$ cat src/rtl/alu_port_arbiter_if.sv
// Signal bundle between the two requesters, the shared ALU and the arbiter.
// The arbiter uses the slave modport; the requester/ALU side uses master.
interface alu_port_arbiter_if;
  logic       req0;
  logic       req1;
  logic [3:0] op0;
  logic [3:0] op1;
  logic [7:0] a0;
  logic [7:0] a1;
  logic [7:0] b0;
  logic [7:0] b1;
  logic [7:0] alu_result;
  logic       alu_zero;
  logic [7:0] alu_data1;
  logic [7:0] alu_data2;
  logic [3:0] alu_select;
  logic       done0;
  logic       done1;
  logic [7:0] result0;
  logic [7:0] result1;
  logic       zero0;
  logic       zero1;
  logic       illegal0;
  logic       illegal1;

  modport slave (
    input  req0, req1, op0, op1, a0, a1, b0, b1, alu_result, alu_zero,
    output alu_data1, alu_data2, alu_select, done0, done1,
           result0, result1, zero0, zero1, illegal0, illegal1
  );

  modport master (
    output req0, req1, op0, op1, a0, a1, b0, b1, alu_result, alu_zero,
    input  alu_data1, alu_data2, alu_select, done0, done1,
           result0, result1, zero0, zero1, illegal0, illegal1
  );
endinterface

$ cat src/rtl/alu_port_arbiter.sv
// Round-robin sequencer sharing one 8-bit ALU between two ports.
// Legal op: DONE at grant+LAT, occupancy LAT+2 cycles; illegal op: DONE at grant edge.
module alu_port_arbiter #(
  parameter int LAT_BASIC = 1,
  parameter int LAT_MULT  = 2
) (
  input  logic            clk,
  input  logic            rst_n,
  alu_port_arbiter_if.slave bus
);

  localparam logic [1:0] IDLE = 2'd0;
  localparam logic [1:0] BUSY = 2'd1;
  localparam logic [1:0] RESP = 2'd2;

  localparam logic [7:0] CNT_BASIC = 8'(LAT_BASIC - 1);
  localparam logic [7:0] CNT_MULT  = 8'(LAT_MULT - 1);
  localparam logic [3:0] OP_MULT   = 4'b1000;

  logic [1:0] state;
  logic       prio;
  logic       port;
  logic [7:0] cnt;

  logic       gnt_vld;
  logic       gnt_port;
  logic [3:0] sel_op;
  logic [7:0] sel_a;
  logic [7:0] sel_b;
  logic       sel_illegal;

  // With both ports requesting, prio decides; otherwise the lone requester wins.
  always_comb begin
    gnt_vld     = bus.req0 | bus.req1;
    gnt_port    = (bus.req0 & bus.req1) ? prio : bus.req1;
    sel_op      = gnt_port ? bus.op1 : bus.op0;
    sel_a       = gnt_port ? bus.a1  : bus.a0;
    sel_b       = gnt_port ? bus.b1  : bus.b0;
    sel_illegal = sel_op[3] & (sel_op[2:0] != 3'b000);
  end

  always_ff @(posedge clk or negedge rst_n) begin
    if (!rst_n) begin
      state          <= IDLE;
      prio           <= 1'b0;
      port           <= 1'b0;
      cnt            <= 8'd0;
      bus.alu_data1  <= 8'd0;
      bus.alu_data2  <= 8'd0;
      bus.alu_select <= 4'd0;
      bus.done0      <= 1'b0;
      bus.done1      <= 1'b0;
      bus.result0    <= 8'd0;
      bus.result1    <= 8'd0;
      bus.zero0      <= 1'b0;
      bus.zero1      <= 1'b0;
      bus.illegal0   <= 1'b0;
      bus.illegal1   <= 1'b0;
    end else begin
      bus.done0 <= 1'b0;
      bus.done1 <= 1'b0;
      case (state)
        IDLE: begin
          if (gnt_vld) begin
            port <= gnt_port;
            prio <= ~gnt_port;
            if (sel_illegal) begin
              // Rejected ops complete at once and leave the ALU registers alone.
              if (gnt_port) begin
                bus.illegal1 <= 1'b1;
                bus.done1    <= 1'b1;
              end else begin
                bus.illegal0 <= 1'b1;
                bus.done0    <= 1'b1;
              end
              state <= RESP;
            end else begin
              bus.alu_select <= sel_op;
              bus.alu_data1  <= sel_a;
              bus.alu_data2  <= sel_b;
              cnt            <= (sel_op == OP_MULT) ? CNT_MULT : CNT_BASIC;
              state          <= BUSY;
            end
          end
        end
        BUSY: begin
          if (cnt == 8'd0) begin
            if (port) begin
              bus.result1  <= bus.alu_result;
              bus.zero1    <= bus.alu_zero;
              bus.illegal1 <= 1'b0;
              bus.done1    <= 1'b1;
            end else begin
              bus.result0  <= bus.alu_result;
              bus.zero0    <= bus.alu_zero;
              bus.illegal0 <= 1'b0;
              bus.done0    <= 1'b1;
            end
            state <= RESP;
          end else begin
            cnt <= cnt - 8'd1;
          end
        end
        RESP: begin
          state <= IDLE;
        end
        default: begin
          state <= IDLE;
        end
      endcase
    end
  end

endmodule

$ cat src/flat_wrapper.sv
// flat-port wrapper written by rule: the top's interface ports become plain ports
module alu_port_arbiter_flat 
#(
  parameter int LAT_BASIC = 1,
  parameter int LAT_MULT  = 2
)
  (clk, rst_n, bus_req0, bus_req1, bus_op0, bus_op1, bus_a0, bus_a1, bus_b0, bus_b1, bus_alu_result, bus_alu_zero, bus_alu_data1, bus_alu_data2, bus_alu_select, bus_done0, bus_done1, bus_result0, bus_result1, bus_zero0, bus_zero1, bus_illegal0, bus_illegal1);
  alu_port_arbiter_if bus_i ();
  input  logic clk;
  input  logic rst_n;
  input wire logic [$bits(bus_i.req0)-1:0] bus_req0;
  input wire logic [$bits(bus_i.req1)-1:0] bus_req1;
  input wire logic [$bits(bus_i.op0)-1:0] bus_op0;
  input wire logic [$bits(bus_i.op1)-1:0] bus_op1;
  input wire logic [$bits(bus_i.a0)-1:0] bus_a0;
  input wire logic [$bits(bus_i.a1)-1:0] bus_a1;
  input wire logic [$bits(bus_i.b0)-1:0] bus_b0;
  input wire logic [$bits(bus_i.b1)-1:0] bus_b1;
  input wire logic [$bits(bus_i.alu_result)-1:0] bus_alu_result;
  input wire logic [$bits(bus_i.alu_zero)-1:0] bus_alu_zero;
  output wire logic [$bits(bus_i.alu_data1)-1:0] bus_alu_data1;
  output wire logic [$bits(bus_i.alu_data2)-1:0] bus_alu_data2;
  output wire logic [$bits(bus_i.alu_select)-1:0] bus_alu_select;
  output wire logic [$bits(bus_i.done0)-1:0] bus_done0;
  output wire logic [$bits(bus_i.done1)-1:0] bus_done1;
  output wire logic [$bits(bus_i.result0)-1:0] bus_result0;
  output wire logic [$bits(bus_i.result1)-1:0] bus_result1;
  output wire logic [$bits(bus_i.zero0)-1:0] bus_zero0;
  output wire logic [$bits(bus_i.zero1)-1:0] bus_zero1;
  output wire logic [$bits(bus_i.illegal0)-1:0] bus_illegal0;
  output wire logic [$bits(bus_i.illegal1)-1:0] bus_illegal1;
  assign bus_i.req0 = bus_req0;
  assign bus_i.req1 = bus_req1;
  assign bus_i.op0 = bus_op0;
  assign bus_i.op1 = bus_op1;
  assign bus_i.a0 = bus_a0;
  assign bus_i.a1 = bus_a1;
  assign bus_i.b0 = bus_b0;
  assign bus_i.b1 = bus_b1;
  assign bus_i.alu_result = bus_alu_result;
  assign bus_i.alu_zero = bus_alu_zero;
  assign bus_alu_data1 = bus_i.alu_data1;
  assign bus_alu_data2 = bus_i.alu_data2;
  assign bus_alu_select = bus_i.alu_select;
  assign bus_done0 = bus_i.done0;
  assign bus_done1 = bus_i.done1;
  assign bus_result0 = bus_i.result0;
  assign bus_result1 = bus_i.result1;
  assign bus_zero0 = bus_i.zero0;
  assign bus_zero1 = bus_i.zero1;
  assign bus_illegal0 = bus_i.illegal0;
  assign bus_illegal1 = bus_i.illegal1;
  alu_port_arbiter #(.LAT_BASIC(LAT_BASIC), .LAT_MULT(LAT_MULT)) u_core (.clk(clk), .rst_n(rst_n), .bus(bus_i));
endmodule
$ cat config.mk
export PLATFORM = sky130hd
export DESIGN_NAME = alu_port_arbiter_flat
export DESIGN_NICKNAME = d
export VERILOG_FILES = /design/src/rtl/alu_port_arbiter_if.sv /design/src/rtl/alu_port_arbiter.sv /design/src/flat_wrapper.sv
export SDC_FILE = /design/constraint.sdc
export NUM_CORES = 1
export LEC_CHECK = 0
export ABC_AREA = 1
export CORE_MARGIN = 5
export CORE_UTILIZATION = 30
export CTS_CLUSTER_DIAMETER = 150
export DETAILED_ROUTE_END_ITERATION = 7
export SETUP_SLACK_MARGIN = 0.4
export SYNTH_ARGS = -nofsm -noshare
export SYNTH_HDL_FRONTEND = slang
export SYNTH_SLANG_ARGS = --single-unit
$ cat constraint.sdc
create_clock -name clk -period 1.34 [get_ports clk]
set_input_delay 0.201 -clock clk [delete_from_list [all_inputs] [get_ports clk]]
set_output_delay 0.201 -clock clk [all_outputs]
set_load 0.05 [all_outputs]
==> results of run 1 <==
## placed cells by master, fill, tap and decap left out, drive strengths merged, types with 2 or more instances in the layout
master and instances:
ha 2, nor2 18, nand2 84, xor2 2, o21ai 43, inv 31
buf 104, xnor2 2, nand3 18, clkdlybuf4s50 50, mux2i 16, clkbuf 10
dfrtp 54, nand3b 3
## cell usage after synthesis (2+ instances only)
library cell,count
ha_1,2
o21ai_0,19
nand2_1,78
buf_6,4
nor2_2,3
nand3_2,2
o21ai_2,17
inv_2,2
clkbuf_1,3
nand3b_1,3
xnor2_1,2
o21ai_1,7
buf_2,3
buf_4,2
dfrtp_1,54
xor2_1,2
inv_1,27
nor2_1,15
nand2_4,5
mux2i_1,16
nand3_1,16
## final cells by class
| cell class | count | area, µm² | area share (%) |
|---|---|---|---|
| Clock buffer | 5 | 68.82 | 1.301 |
| Clock inverter | 3 | 28.78 | 0.5439 |
| Inverter | 29 | 111.4 | 2.105 |
| Tap cell | 108 | 135.1 | 2.554 |
| Timing Repair Buffer | 161 | 2083 | 39.37 |
| Multi-Input combinational cell | 195 | 1499 | 28.33 |
| Sequential cell | 54 | 1365 | 25.80 |
## stage by stage
| step | setup slack [ns] | TNS [ns] |
|---|---|---|
| after floorplan | 0.02489 | 0 |
| after global placement | -0.4059 | -14.08 |
| after detailed placement | -0.4555 | -15.87 |
| after CTS | -0.1187 | -4.363 |
| after global routing | -0.2305 | -9.785 |
| final | -0.1570 | -5.847 |
## worst paths after layout
check                                           from                                end  slack (ns)  depth (start not counted)
max                        u_core.cnt[0]$_DFFE_PN0P_  u_core.bus.result0[3]$_DFFE_PN0P_       -0.16                          9
min                                            rst_n          u_core.cnt[0]$_DFFE_PN0P_        0.41                          3
max reg2reg                u_core.cnt[0]$_DFFE_PN0P_  u_core.bus.result0[3]$_DFFE_PN0P_       -0.16                          9
min reg2reg                u_core.cnt[0]$_DFFE_PN0P_          u_core.cnt[0]$_DFFE_PN0P_        0.53                          2
max in group asynchronous                      rst_n  u_core.bus.result0[0]$_DFFE_PN0P_        0.68                          3
min in group clk                   bus_alu_result[7]  u_core.bus.result0[7]$_DFFE_PN0P_        0.46                          3
## routing by layer
metal / routed length [µm] / share of wire [%]
met3: 419 / 5.4
met1: 3322 / 43
met2: 3936 / 51
met5: 0 / 0
met4: 74 / 0.95
## critical path: cells and delay by family, from the launching register on
family / cells / cell delay (ns)
and+or+nand+nor: 4 / 0.37
adders and majority gates: 1 / 0.14
DFF: 1 / 0.40
buffers and inverters: 3 / 0.41
AOI/OAI and AO/OA: 1 / 0.06
## logic make-up (layout without fill, tap and decap cells)
family          after synthesis  in the layout  synth area share [%]
xor+xnor                      4              4                 1.322
simple gates                126            126                 21.57
flops                        54             54                 50.97
buf+inv                      41            198                 7.362
mux                          16             16                 6.040
compound gates               47             47                 11.80
fa+ha+maj                     2              2                0.9437
## sequential cells by signal, indices dropped and copies added (netlist names)
register               cells
u_core.bus.alu_data1       8
u_core.bus.alu_data2       8
u_core.bus.alu_select      4
u_core.bus.done0           1
u_core.bus.done1           1
u_core.bus.illegal0        1
u_core.bus.illegal1        1
u_core.bus.result0         8
u_core.bus.result1         8
u_core.bus.zero0           1
u_core.bus.zero1           1
u_core.cnt                 8
u_core.port                1
u_core.prio                1
u_core.state               2
## repair_timing
action	in CTS	in global routing
hold buffers	1	0
gates resized for setup	29	71
buffers inserted	12	20
endpoints found under the hold margin	54	0
pin swaps	22	4
setup endpoints to repair	96	96
cloned	1	5
## report_power, final
| part | leakage (nW) | switching (W) | internal [W] |
|---|---|---|---|
| combinational | 1.81 | 0.00479 | 0.00479 |
| clock | 0.0506 | 0.000589 | 0.000392 |
| sequential | 0.659 | 0.000800 | 0.00239 |
==> flow_metrics.py, run 1 <==
metrics = {
    "floorplan": {
        "die_area_um2": 10820,
        "die-width_um": 104.0,
        "die_y_um": 104.0,
        "row_count": 34,
        "ios": 95,
        "core_area_um2": 8678,
        "start_util_pct": 30.55,
    },
    "yosys": {
        "ys_seq_area_share_pct": 50.97,
        "synth_area_leader_cell": "dfrtp_1",
        "yosysTopAreaCellShare_pct": 50.97,
        "synth_edf_count": 0,
        "yosys_register_bits": 54,
        "ys_dominant_reg_cell": "dfrtp_1",
        "yosys_warnings": 0,
        "syn_inst": 290,
        "synth.top_cells.by_area": "dfrtp_1 (51%), nand2_1 (11%), mux2i_1 (6.0%)",
        "synth_nets": 345,
        "syn_area_per_cell_um2": 9.142,
        "synth.distinct_cells": 29,
        "async_reset_ff_share_pct": 100.0,
        "syn_area_um2": 2651,
    },
    "routing": {
        "first_iter_violations": 66,
        "routed_wl_mm": 7.752,
        "avgViaCountPerCell": 4.560,
        "wire_per_inst_um": 13.97,
        "ant_nets": 0,
        "drcViolationCount": 0,
        "vias": 2531,
        "firstDrtPassIters": 4,
    },
    "critical_path": {
        "cp_slowest_stage_delay_ns": 0.40,
        "crit_path_start_kind": "flip-flop",
        "path_cells": "inv_2, ha_4, nand3_4, nor2_4, buf_6, nand3_4, clkbuf_16, nand2_1, o21ai_1",
        "crit_path_max_fanout": 10,
        "cpMostUsedCell": "nand3_4",
        "required_ns": 1.55,
        "crit_path_top_delay_cell": "dfrtp_1",
        "worstSetupPathType": "flip-flop to flip-flop",
        "crit_arrival_ns": 1.70,
        "setup.worst_path.end_class": "flip-flop",
    },
    "sta": {
        "maxClockFrequency_ghz": 0.6680,
        "hold_ws_ns": 0.4133,
        "period_minus_slack_ns": 1.497,
        "hold_violations": 0,
        "setup_viol": 52,
        "slew_headroom_pct": 80.43,
        "finalCritPeriodShare_pct": 111.7,
        "slew_viol_final": 0,
        "rsz0062_at_grt": "true",
        "fin_skew_ns": 0.01004,
        "worstMarginPinSlew_ns": 0.2935,
        "setup_ws_ns": -0.1570,
    },
    "cells_and_area": {
        "final_net_count": 501,
        "antenna_cells": 0,
        "n_fill_cell": 697,
        "fin_cells": 555,
        "final_layout_size_suffix_gt1_share_pct": 52.57,
        "area_growth_pct": 99.58,
        "fin_util_pct": 60.97,
        "fin_area_um2": 5291,
    },
    "clocking": {
        "path_clk_slew_ns": 0.11,
        "cts.path.max_buffers": 2,
        "clock_sinks": 54,
        "cts_tree": "done",
        "clk_root_buffer_cell": "clkbuf_8",
        "clk_latency_ns": 0.31,
        "cts_buffers": 5,
        "h-tree-depth": 2,
    },
    "global_route": {
        "gr-total-overflow": 0,
        "met3_usage_pct": 4.159,
        "grt_usage_pct": 13.05,
        "met2_usage_pct": 21.17,
        "antenna_found_initial": 0,
        "met1_usage_pct": 17.14,
        "grt_pass1_vias": 2450,
        "grt_max_degree": 55,
        "top_usage_layer": "met2",
        "grt_pass1_wl_mm": 11.85,
    },
    "placed_design": {
        "postPlaceCellArea_um2": 4443,
        "port_buffers": 94,
        "hpwl_mm": 5.186,
        "gp_congestion": 0.8111,
        "dpl.cell_count": 508,
    },
    "run": {
        "drv_cap": 0,
    },
    "power_and_ir_drop": {
        "ir_drop_v": 0.0009559,
        "power_w": 0.01376,
        "power.density_nw_per_um2": 2600,
        "p_leak_nw": 2.521,
    },
    "run_status": {
        "status": "complete, but fails checks",
        "violations": "negative setup slack",
    },
    "hold_path": {
        "hp-class": "input pin to asynchronous set/reset pin",
    },
}
(Power assumes the default switching activity.)
==> inputs of run 2 (changes only) <==
--- a/config.mk
+++ b/config.mk
@@ -14,3 +14,4 @@
 export SYNTH_ARGS = -nofsm -noshare
 export SYNTH_HDL_FRONTEND = slang
 export SYNTH_SLANG_ARGS = --single-unit
+export TNS_END_PERCENT = 20
==> flow_metrics.py, run 2 (synthesis gave the netlist of run 1 again) <==
metrics = {
    "sta": {
        "hold_violations": 0,
        "worstMarginPinSlew_ns": 0.4866,
        "fin_skew_ns": 0.007957,
        "rsz0062_at_grt": "true",
        "finalCritPeriodShare_pct": 112.5,
        "setup_viol": 53,
        "slew_viol_final": 0,
        "maxClockFrequency_ghz": 0.6635,
        "slew_headroom_pct": 67.44,
        "setup_ws_ns": -0.1671,
        "period_minus_slack_ns": 1.507,
    },
    "floorplan": {
        "die_area_um2": 10820,
        "start_util_pct": 30.55,
        "row_count": 34,
        "ios": 95,
        "core_area_um2": 8678,
        "die-width_um": 104.0,
        "die_y_um": 104.0,
    },
    "clocking": {
        "cts_buffers": 5,
        "clock_sinks": 54,
        "cts.path.max_buffers": 2,
        "clk_root_buffer_cell": "clkbuf_8",
        "path_clk_slew_ns": 0.10,
        "h-tree-depth": 2,
        "cts_tree": "done",
        "clk_latency_ns": 0.31,
    },
    "global_route": {
        "gr-total-overflow": 0,
        "grt_pass1_wl_mm": 11.44,
        "grt_max_degree": 55,
        "grt_pass1_vias": 2396,
        "grt_usage_pct": 12.64,
        "antenna_found_initial": 0,
    },
    "critical_path": {
        "crit_arrival_ns": 1.71,
        "worstSetupPathType": "flip-flop to flip-flop",
        "crit_path_max_fanout": 17,
        "required_ns": 1.55,
        "cp_slowest_stage_delay_ns": 0.39,
        "startpoint": "u_core.prio$_DFFE_PN0P_",
        "setup.worst_path.end_class": "flip-flop",
        "path_cells": "inv_2, nand2_4, nand2_4, nand2_1, nand2_2, nand3_4, nand2_8, nand2_8, buf_12, nand2_2, o21ai_2",
        "r2r_cells": 11,
        "crit_path_top_delay_cell": "dfrtp_1",
        "r2r_end": "u_core.bus.alu_data1[4]$_DFFE_PN0P_",
        "crit_path_start_kind": "flip-flop",
        "timing.rr.start": "u_core.prio$_DFFE_PN0P_",
        "regToRegSetupSlack_ns": -0.17,
    },
    "routing": {
        "avgViaCountPerCell": 4.443,
        "drcViolationCount": 0,
        "routed_wl_mm": 6.776,
        "vias": 2337,
        "ant_nets": 0,
        "firstDrtPassIters": 4,
        "wire_per_inst_um": 12.88,
        "first_iter_violations": 69,
    },
    "cells_and_area": {
        "final_layout_size_suffix_gt1_share_pct": 37.32,
        "seqCellArea_um2": 1351,
        "multi_input_area_um2": 1282,
        "n_fill_cell": 765,
        "fin_area_um2": 4756,
        "fin_util_pct": 54.80,
        "antenna_cells": 0,
        "final_net_count": 472,
        "area_growth_pct": 79.38,
        "final_cell_mix": "nand2_1 (54), dfrtp_1 (54), clkdlybuf4s50_1 (51)",
    },
    "placed_design": {
        "gp_congestion": 0.8127,
        "postPlaceCellArea_um2": 4342,
        "hpwl_mm": 5.113,
        "port_buffers": 94,
    },
    "power_and_ir_drop": {
        "power.density_nw_per_um2": 2616,
        "ir_drop_v": 0.001297,
        "p_leak_nw": 2.306,
    },
    "run": {
        "drv_cap": 0,
    },
    "hold_path": {
        "hp-class": "input pin to asynchronous set/reset pin",
    },
    "run_status": {
        "violations": "negative setup slack",
        "status": "complete, but fails checks",
    },
}
## run 2: cell types whose count changed in the layout (fill, tap and decap cells not counted), sizes merged
cell           delta
buf              -27
nand2             +1
dlygate4sd2       -1
clkinv            -1
bufinv            +1
clkdlybuf4s50     +1
clkbuf            -3
## run 2: worst max path at each step
stage | to
global route | u_core.bus.alu_select[2]$_DFFE_PN0P_
CTS | u_core.bus.alu_data2[7]$_DFFE_PN0P_
finish | u_core.bus.alu_data1[4]$_DFFE_PN0P_
floorplan | u_core.bus.alu_data1[0]$_DFFE_PN0P_
detailed placement | u_core.bus.alu_data1[5]$_DFFE_PN0P_
global placement | u_core.bus.alu_data1[2]$_DFFE_PN0P_
## run 2: stage by stage
step / hold slack (ns) / setup WS (ns) / TNS (ns) / total power, W / cells
after floorplan: -0.09459 / 0.02331 / 0 / 0.006968 / 290
after global placement: 0.2213 / -0.4192 / -14.76 / 0.01069 / 506
after detailed placement: 0.2278 / -0.4582 / -16.21 / 0.01078 / 506
after CTS: 0.4117 / -0.1555 / -5.008 / 0.01214 / 517
after global routing: 0.4380 / -0.2619 / -10.45 / 0.01317 / 526
final: 0.3955 / -0.1671 / -5.471 / 0.01244 / 526
## run 2: repair_timing
action | in CTS | in global routing
endpoints found under the setup margin | 96 | 96
pin swaps | 3 | 7
cloned | 0 | 3
buffers inserted | 2 | 6
hold buffers | 1 | 0
endpoints found under the hold margin | 54 | 0
gates resized for setup | 32 | 23
## run 2: worst max-delay path, delay by kind of cell (launching register included)
family / cells / cell delay (ns)
buffers and inverters: 2 / 0.27
AO/OA/AOI/OAI: 1 / 0.05
AND/OR/NAND/NOR: 8 / 0.68
flip-flops: 1 / 0.39
## run 2: cell type report
type,instances,share of cell area (%)
repair buffers,131,37.04
inverters,29,2.289
clock buffers,5,1.447
multi-input cells,196,26.97
clock inverters,3,0.9997
well taps,108,2.841
flip-flops and latches,54,28.41
## run 2: power breakdown
group	leakage (nW)	total (W)	internal [W]	switching (W)
Clock	0.0591	0.00114	0.000571	0.000568
Combinational	1.57	0.00815	0.00392	0.00423
Sequential	0.672	0.00315	0.00236	0.000790
Total	2.31	0.0124	0.00686	0.00559
## run 2: metal layers
metal | up-vias | share of wire [%] | track usage, %
met3 | 7 | 10 | 6.766
met2 | 84 | 46 | 19.17
met4 | 0 | 1.2 | 3.238
met1 | 1063 | 42 | 15.73
met5 | - | 0 | 0
li1 | 1183 | - | -
==> inputs of run 3 (changes only) <==
==> constraint.sdc (replaced) <==
create_clock -name clk -period 1.3 [get_ports clk]
set_input_delay 0.195 -clock clk [delete_from_list [all_inputs] [get_ports clk]]
set_output_delay 0.195 -clock clk [all_outputs]
set_load 0.05 [all_outputs]
==> flow_metrics.py, run 3 (synthesis gave the netlist of run 1 again) <==
metrics = {
    "sta": {
        "rsz0062_at_grt": "true",
        "finalCritPeriodShare_pct": 114.8,
        "slew_viol_final": 0,
        "hold_violations": 0,
        "fin_skew_ns": 0.009286,
        "slew_headroom_pct": 80.23,
        "setup_ws_ns": -0.1926,
        "worstMarginPinSlew_ns": 0.2966,
        "maxClockFrequency_ghz": 0.6700,
        "tns_ns": -6.175,
        "period_minus_slack_ns": 1.493,
        "setup_viol": 51,
    },
    "power_and_ir_drop": {
        "power_w": 0.01283,
        "p_leak_nw": 2.324,
        "ir_drop_v": 0.001417,
        "power.density_nw_per_um2": 2683,
    },
    "cells_and_area": {
        "fin_cells": 531,
        "final_common_cell": "dfrtp_1",
        "area_growth_pct": 80.32,
        "antenna_cells": 0,
        "final_layout_size_suffix_gt1_share_pct": 39.01,
        "fin_util_pct": 55.09,
        "n_fill_cell": 784,
        "final_cell_mix": "dfrtp_1 (53), nand2_1 (51), clkdlybuf4s50_1 (51)",
        "final_net_count": 478,
    },
    "critical_path": {
        "r2r_cells": 11,
        "crit_path_start_kind": "flip-flop",
        "crit_path_max_fanout": 18,
        "worstSetupPathType": "flip-flop to flip-flop",
        "setup.worst_path.end_class": "flip-flop",
        "required_ns": 1.50,
        "crit_arrival_ns": 1.70,
    },
    "placed_design": {
        "dpl.cell_count": 514,
        "gp_congestion": 0.7809,
        "port_buffers": 94,
        "hpwl_mm": 5.180,
    },
    "clocking": {
        "clock_sinks": 54,
        "cts_tree": "done",
        "clk_root_buffer_cell": "clkbuf_8",
        "h-tree-depth": 2,
        "cts_buffers": 5,
        "path_clk_slew_ns": 0.10,
        "clk_latency_ns": 0.31,
        "cts.path.max_buffers": 2,
    },
    "global_route": {
        "grt_usage_pct": 12.55,
        "antenna_found_initial": 0,
        "grt_pass1_vias": 2466,
        "gr-total-overflow": 0,
        "grt_pass1_wl_mm": 11.50,
        "grt_max_degree": 55,
    },
    "floorplan": {
        "die-width_um": 104.0,
        "die_y_um": 104.0,
        "die_area_um2": 10820,
        "row_count": 34,
        "start_util_pct": 30.55,
        "core_area_um2": 8678,
        "ios": 95,
    },
    "routing": {
        "wire_per_inst_um": 12.85,
        "firstDrtPassIters": 4,
        "vias": 2367,
        "routed_wl_mm": 6.825,
        "ant_nets": 0,
        "first_iter_violations": 49,
        "drcViolationCount": 0,
        "avgViaCountPerCell": 4.458,
    },
    "run_status": {
        "status": "complete, but fails checks",
        "violations": "negative setup slack",
    },
    "hold_path": {
        "hp-class": "input pin to asynchronous set/reset pin",
    },
    "run": {
        "drv_cap": 0,
    },
}
==> run 3: report_power, final <==
part	switching (W)	total (W)	internal, W
Combinational	0.00436	0.00845	0.00410
Sequential	0.000811	0.00325	0.00244
Clock	0.000561	0.00113	0.000568
Total	0.00573	0.0128	0.00710
==> run 3: metal layers <==
| metal | vias to the layer above | GRT usage [%] | wire (µm) |
|---|---|---|---|
| li1 | 1194 | - | - |
| met1 | 1089 | 15.17 | 2846 |
| met2 | 76 | 19.63 | 3215 |
| met3 | 8 | 6.580 | 687 |
| met4 | 0 | 3.330 | 76 |
| met5 | - | 0 | 0 |
==> run 3: cell type report <==
cell class | instances | area [µm²] | area share, %
inverters | 29 | 108.9 | 2.277
clock inverters | 2 | 38.79 | 0.8113
multi-input cells | 195 | 1284 | 26.85
repair buffers | 138 | 1793 | 37.50
well taps | 108 | 135.1 | 2.826
flip-flops and latches | 54 | 1353 | 28.29
clock buffers | 5 | 68.82 | 1.439
==> run 3: worst paths after layout <==
check	start	to	slack, ns
worst max-delay path	u_core.prio$_DFFE_PN0P_	u_core.bus.alu_data1[7]$_DFFE_PN0P_	-0.19
worst min-delay path	rst_n	u_core.bus.alu_data2[6]$_DFFE_PN0P_	0.38
worst max register to register	u_core.prio$_DFFE_PN0P_	u_core.bus.alu_data1[7]$_DFFE_PN0P_	-0.19
worst min register to register	u_core.cnt[0]$_DFFE_PN0P_	u_core.cnt[0]$_DFFE_PN0P_	0.51
max in group asynchronous	rst_n	u_core.cnt[3]$_DFFE_PN0P_	0.65
min in group clk	bus_alu_result[0]	u_core.bus.result1[0]$_DFFE_PN0P_	0.44
==> run 3: through the flow <==
stage	setup slack [ns]	area (µm²)	hold WS (ns)
finish	-0.1926	4781	0.3805
global route	-0.2705	4781	0.4281
CTS	-0.1743	4578	0.4081
detailed placement	-0.5065	4402	0.2159
global placement	-0.4687	4402	0.2145
floorplan	-0.01669	2719	-0.1006
==> run 3: what timing repair did <==
| item | CTS | global route |
|---|---|---|
| hold endpoints to repair | 54 | 0 |
| endpoints found under the setup margin | 96 | 96 |
| pin swaps | 2 | 1 |
| hold buffers | 1 | 0 |
| gates resized for setup | 25 | 32 |
| cloned | 0 | 2 |
| buffers inserted | 2 | 5 |
==> run 3: worst max-delay path: stages, from the launching register on <==
cell and delay [ns]:
dfrtp_1 0.38, inv_2 0.08, nand2_4 0.08, nand2_4 0.10
nand2_1 0.07, nand2_2 0.09, nand3_4 0.10, nand2_4 0.10
nand2_8 0.08, buf_12 0.16, nand2_1 0.07, o21ai_2 0.05
==> RTL edit (flow settings as in run 1) <==
Reset style: synchronous (`rst_n`), changed in one clocked block.
--- a/src/rtl/alu_port_arbiter.sv
+++ b/src/rtl/alu_port_arbiter.sv
@@ -39,7 +39,7 @@
     sel_illegal = sel_op[3] & (sel_op[2:0] != 3'b000);
   end
 
-  always_ff @(posedge clk or negedge rst_n) begin
+  always_ff @(posedge clk) begin
     if (!rst_n) begin
       state          <= IDLE;
       prio           <= 1'b0;
Function: differs if rst_n is asserted again (counterexample within 4 cycles, from zero or initial values and one cycle with rst_n low); with rst_n held inactive, the same outputs for 10 cycles.
==> RTL edit against run 1 <==
- the flow still finishes with violations (negative setup slack)
- area after synthesis down 3.5%
- via count up 14%
- critical path depth up 1
- first-iteration DRC count unchanged
- maximum frequency up 0.29%
- largest cell class unchanged
- sequential share of layout area down 2.5 points
- setup slack better by 4.3 ps
- count of clock-buffer cells in the layout up 1
- total power down 33%
- highest routed layer unchanged
- design area down 5.9%
- wire length up 7.3%
- sequential cell count unchanged
==> RTL edit: results (changes against run 1) <==
\begin{tabular}{lr}
\hline
Metric & Value \\
\hline
\multicolumn{2}{l}{\textbf{Worst setup path}} \\
\quad Worst R2R Start & u\_core.prio \\
\quad Highest fanout seen on the critical path & 8 (-2) \\
\quad Worst Reg-to-Reg Cells & 10 (+1) \\
\quad Capture instance of the worst register-to-register path & u\_core.bus.alu\_select[1] \\
\quad Critical Path Max Stage Delay & 330 ps (-70 ps) \\
\quad CP max stage cell & sky130\_fd\_sc\_hd\_\_dfxtp\_2 \\
\multicolumn{2}{l}{\textbf{Synthesis}} \\
\quad Post-synth top cells & 101 x sky130\_fd\_sc\_hd\_\_nand2\_1, 58 x sky130\_fd\_sc\_hd\_\_nor2\_1, 54 x sky130\_fd\_sc\_hd\_\_dfxtp\_1 \\
\quad Synthesized-area fraction occupied by ao, oa, aoi and oai cells & 11.35\% (-0.45 points) \\
\quad Share of flip-flops with an asynchronous set or reset after synthesis & 0\% (-100 points) \\
\quad Post-Synth XOR/XNOR Area & 1.027\% (-0.29 points) \\
\quad Most frequently used flop master after synthesis & sky130\_fd\_sc\_hd\_\_dfxtp\_1 \\
\quad Cell count after synthesis & 370 (+28\%) \\
\quad Post-synthesis net count & 425 (+23\%) \\
\quad Share of synthesized area spent on multiplexers & 0\% (-6.0 points) \\
\quad Fraction of the yosys area taken by sequential cells & 42.27\% (-8.7 points) \\
\quad Number of unique standard cell types used by synthesis & 25 (-14\%) \\
\quad Largest cells by area after synthesis & sky130\_fd\_sc\_hd\_\_dfxtp\_1 42\%, sky130\_fd\_sc\_hd\_\_nand2\_1 15\%, sky130\_fd\_sc\_hd\_\_nor2\_1 8.5\% \\
\multicolumn{2}{l}{\textbf{Placed design}} \\
\quad Post-Place Cells & 586 (+15\%) \\
\quad Global placement routability congestion & 0.8272 (+2.0\%) \\
\multicolumn{2}{l}{\textbf{STA}} \\
\quad Final-layout setup total negative slack & -3028 ps (+2819 ps) \\
\quad Tightest Pin Transition & 567.8 ps (+274.2 ps) \\
\quad Worst Slack Setup Final & -152.7 ps (+4.308 ps) \\
\quad Count of final setup violators & 47 (-9.6\%) \\
\quad Clock Skew & 5.264 ps (-4.778 ps) \\
\multicolumn{2}{l}{\textbf{Run status}} \\
\quad Status & complete, but fails checks \\
\quad Violated checks & negative setup slack \\
\multicolumn{2}{l}{\textbf{Min path}} \\
\quad Hold crit path type & input port to flop \\
\multicolumn{2}{l}{\textbf{Power}} \\
\quad Switching power of the nets & 3.824 mW (-38\%) \\
\quad Static leakage power & 2.173 nW (-14\%) \\
\multicolumn{2}{l}{\textbf{Drt}} \\
\quad Vias per inst & 4.623 (+1.4\%) \\
\quad Routed wire length per instance & 13.33 um (-4.5\%) \\
\multicolumn{2}{l}{\textbf{Layout}} \\
\quad Share of layout cells above drive strength 1 & 43.35\% (-9.2 points) \\
\quad Number of nets at the end of the flow & 574 (+15\%) \\
\quad Fillcell total & 749 (+7.5\%) \\
\multicolumn{2}{l}{\textbf{GRT}} \\
\quad Maximum number of pins on one net before global-route repair & 29 (-47\%) \\
\quad Total track usage & 15.63\% (+2.6 points) \\
\hline
\end{tabular}
==> RTL edit: final cells by class <==
| class | count | area, sq um | share of cell area (%) |
|---|---|---|---|
| Timing Repair Buffer | 156 | 1918 | 38.52 |
| Multi-Input combinational cell | 270 | 1523 | 30.58 |
| Sequential cell | 54 | 1162 | 23.34 |
| Tap cell | 105 | 131.4 | 2.638 |
| Inverter | 31 | 126.4 | 2.538 |
| Clock buffer | 6 | 82.58 | 1.658 |
| Clock inverter | 1 | 30.03 | 0.6030 |
| Timing Repair inverter | 1 | 6.256 | 0.1256 |
==> RTL edit: worst max-delay path, delay by kind of cell, from the launching register on <==
family	cells	cell delay, ps
and+or+nand+nor	7	740
DFF	1	330
buffers and inverters	2	200
AOI/OAI and AO/OA	1	160
==> RTL edit: logic make-up after synthesis <==
group,count (synthesis)
simple gates,208
compound gates,56
flops,54
buf+inv,47
xor+xnor,3
fa+ha+maj,2
==> RTL edit: power groups by stage <==
stage / logic (mW) / registers (mW) / clock network (mW)
after floorplan: 1.89 / 3.05 / 0
after global placement: 4.55 / 2.32 / 0
after detailed placement: 4.59 / 2.33 / 0
after CTS: 5.18 / 2.36 / 1.15
after global routing: 6.07 / 2.43 / 1.24
final: 5.63 / 2.40 / 1.13
==> RTL edit: worst max path at each step <==
| stage | slack [ps] | endpoint | startpoint |
|---|---|---|---|
| final | -150 | u_core.bus.alu_select[1] | u_core.prio |
| after global routing | -200 | u_core.bus.alu_select[1] | u_core.prio |
| after CTS | -80 | u_core.cnt[1] | u_core.prio |
| after detailed placement | -570 | u_core.cnt[1] | bus_req1 |
| after global placement | -540 | u_core.cnt[0] | bus_req1 |
| after floorplan | 20 | u_core.bus.alu_select[1] | u_core.prio |
==> RTL edit: stage by stage <==
step	hold WS (ps)	instance area, sq um	util (%)	total power, mW	setup slack (ps)
floorplan	316.8	2653	-	4.936	20.62
global placement	484.5	4282	51.85	6.873	-543.8
detailed placement	493.0	4282	51.85	6.926	-574.6
CTS	480.5	4726	57.23	8.691	-79.31
global route	476.1	4980	60.30	9.750	-204.5
finish	485.5	4980	60.30	9.151	-152.7
==> RTL edit: routing by layer <==
layer,track usage (%),up-vias,wire length [um]
met3,6.143,6,653
met4,3.128,0,44
met5,0,-,0
met2,26.59,77,3941
li1,-,1477,-
met1,18.79,1325,3681
==> RTL edit: repair_timing <==
action                                  4_1_cts  5_1_grt
buffers inserted                             17        9
gates cloned                                  1        4
pin swaps                                    16       26
gates resized for setup                      76       49
endpoints found under the setup margin       96       96
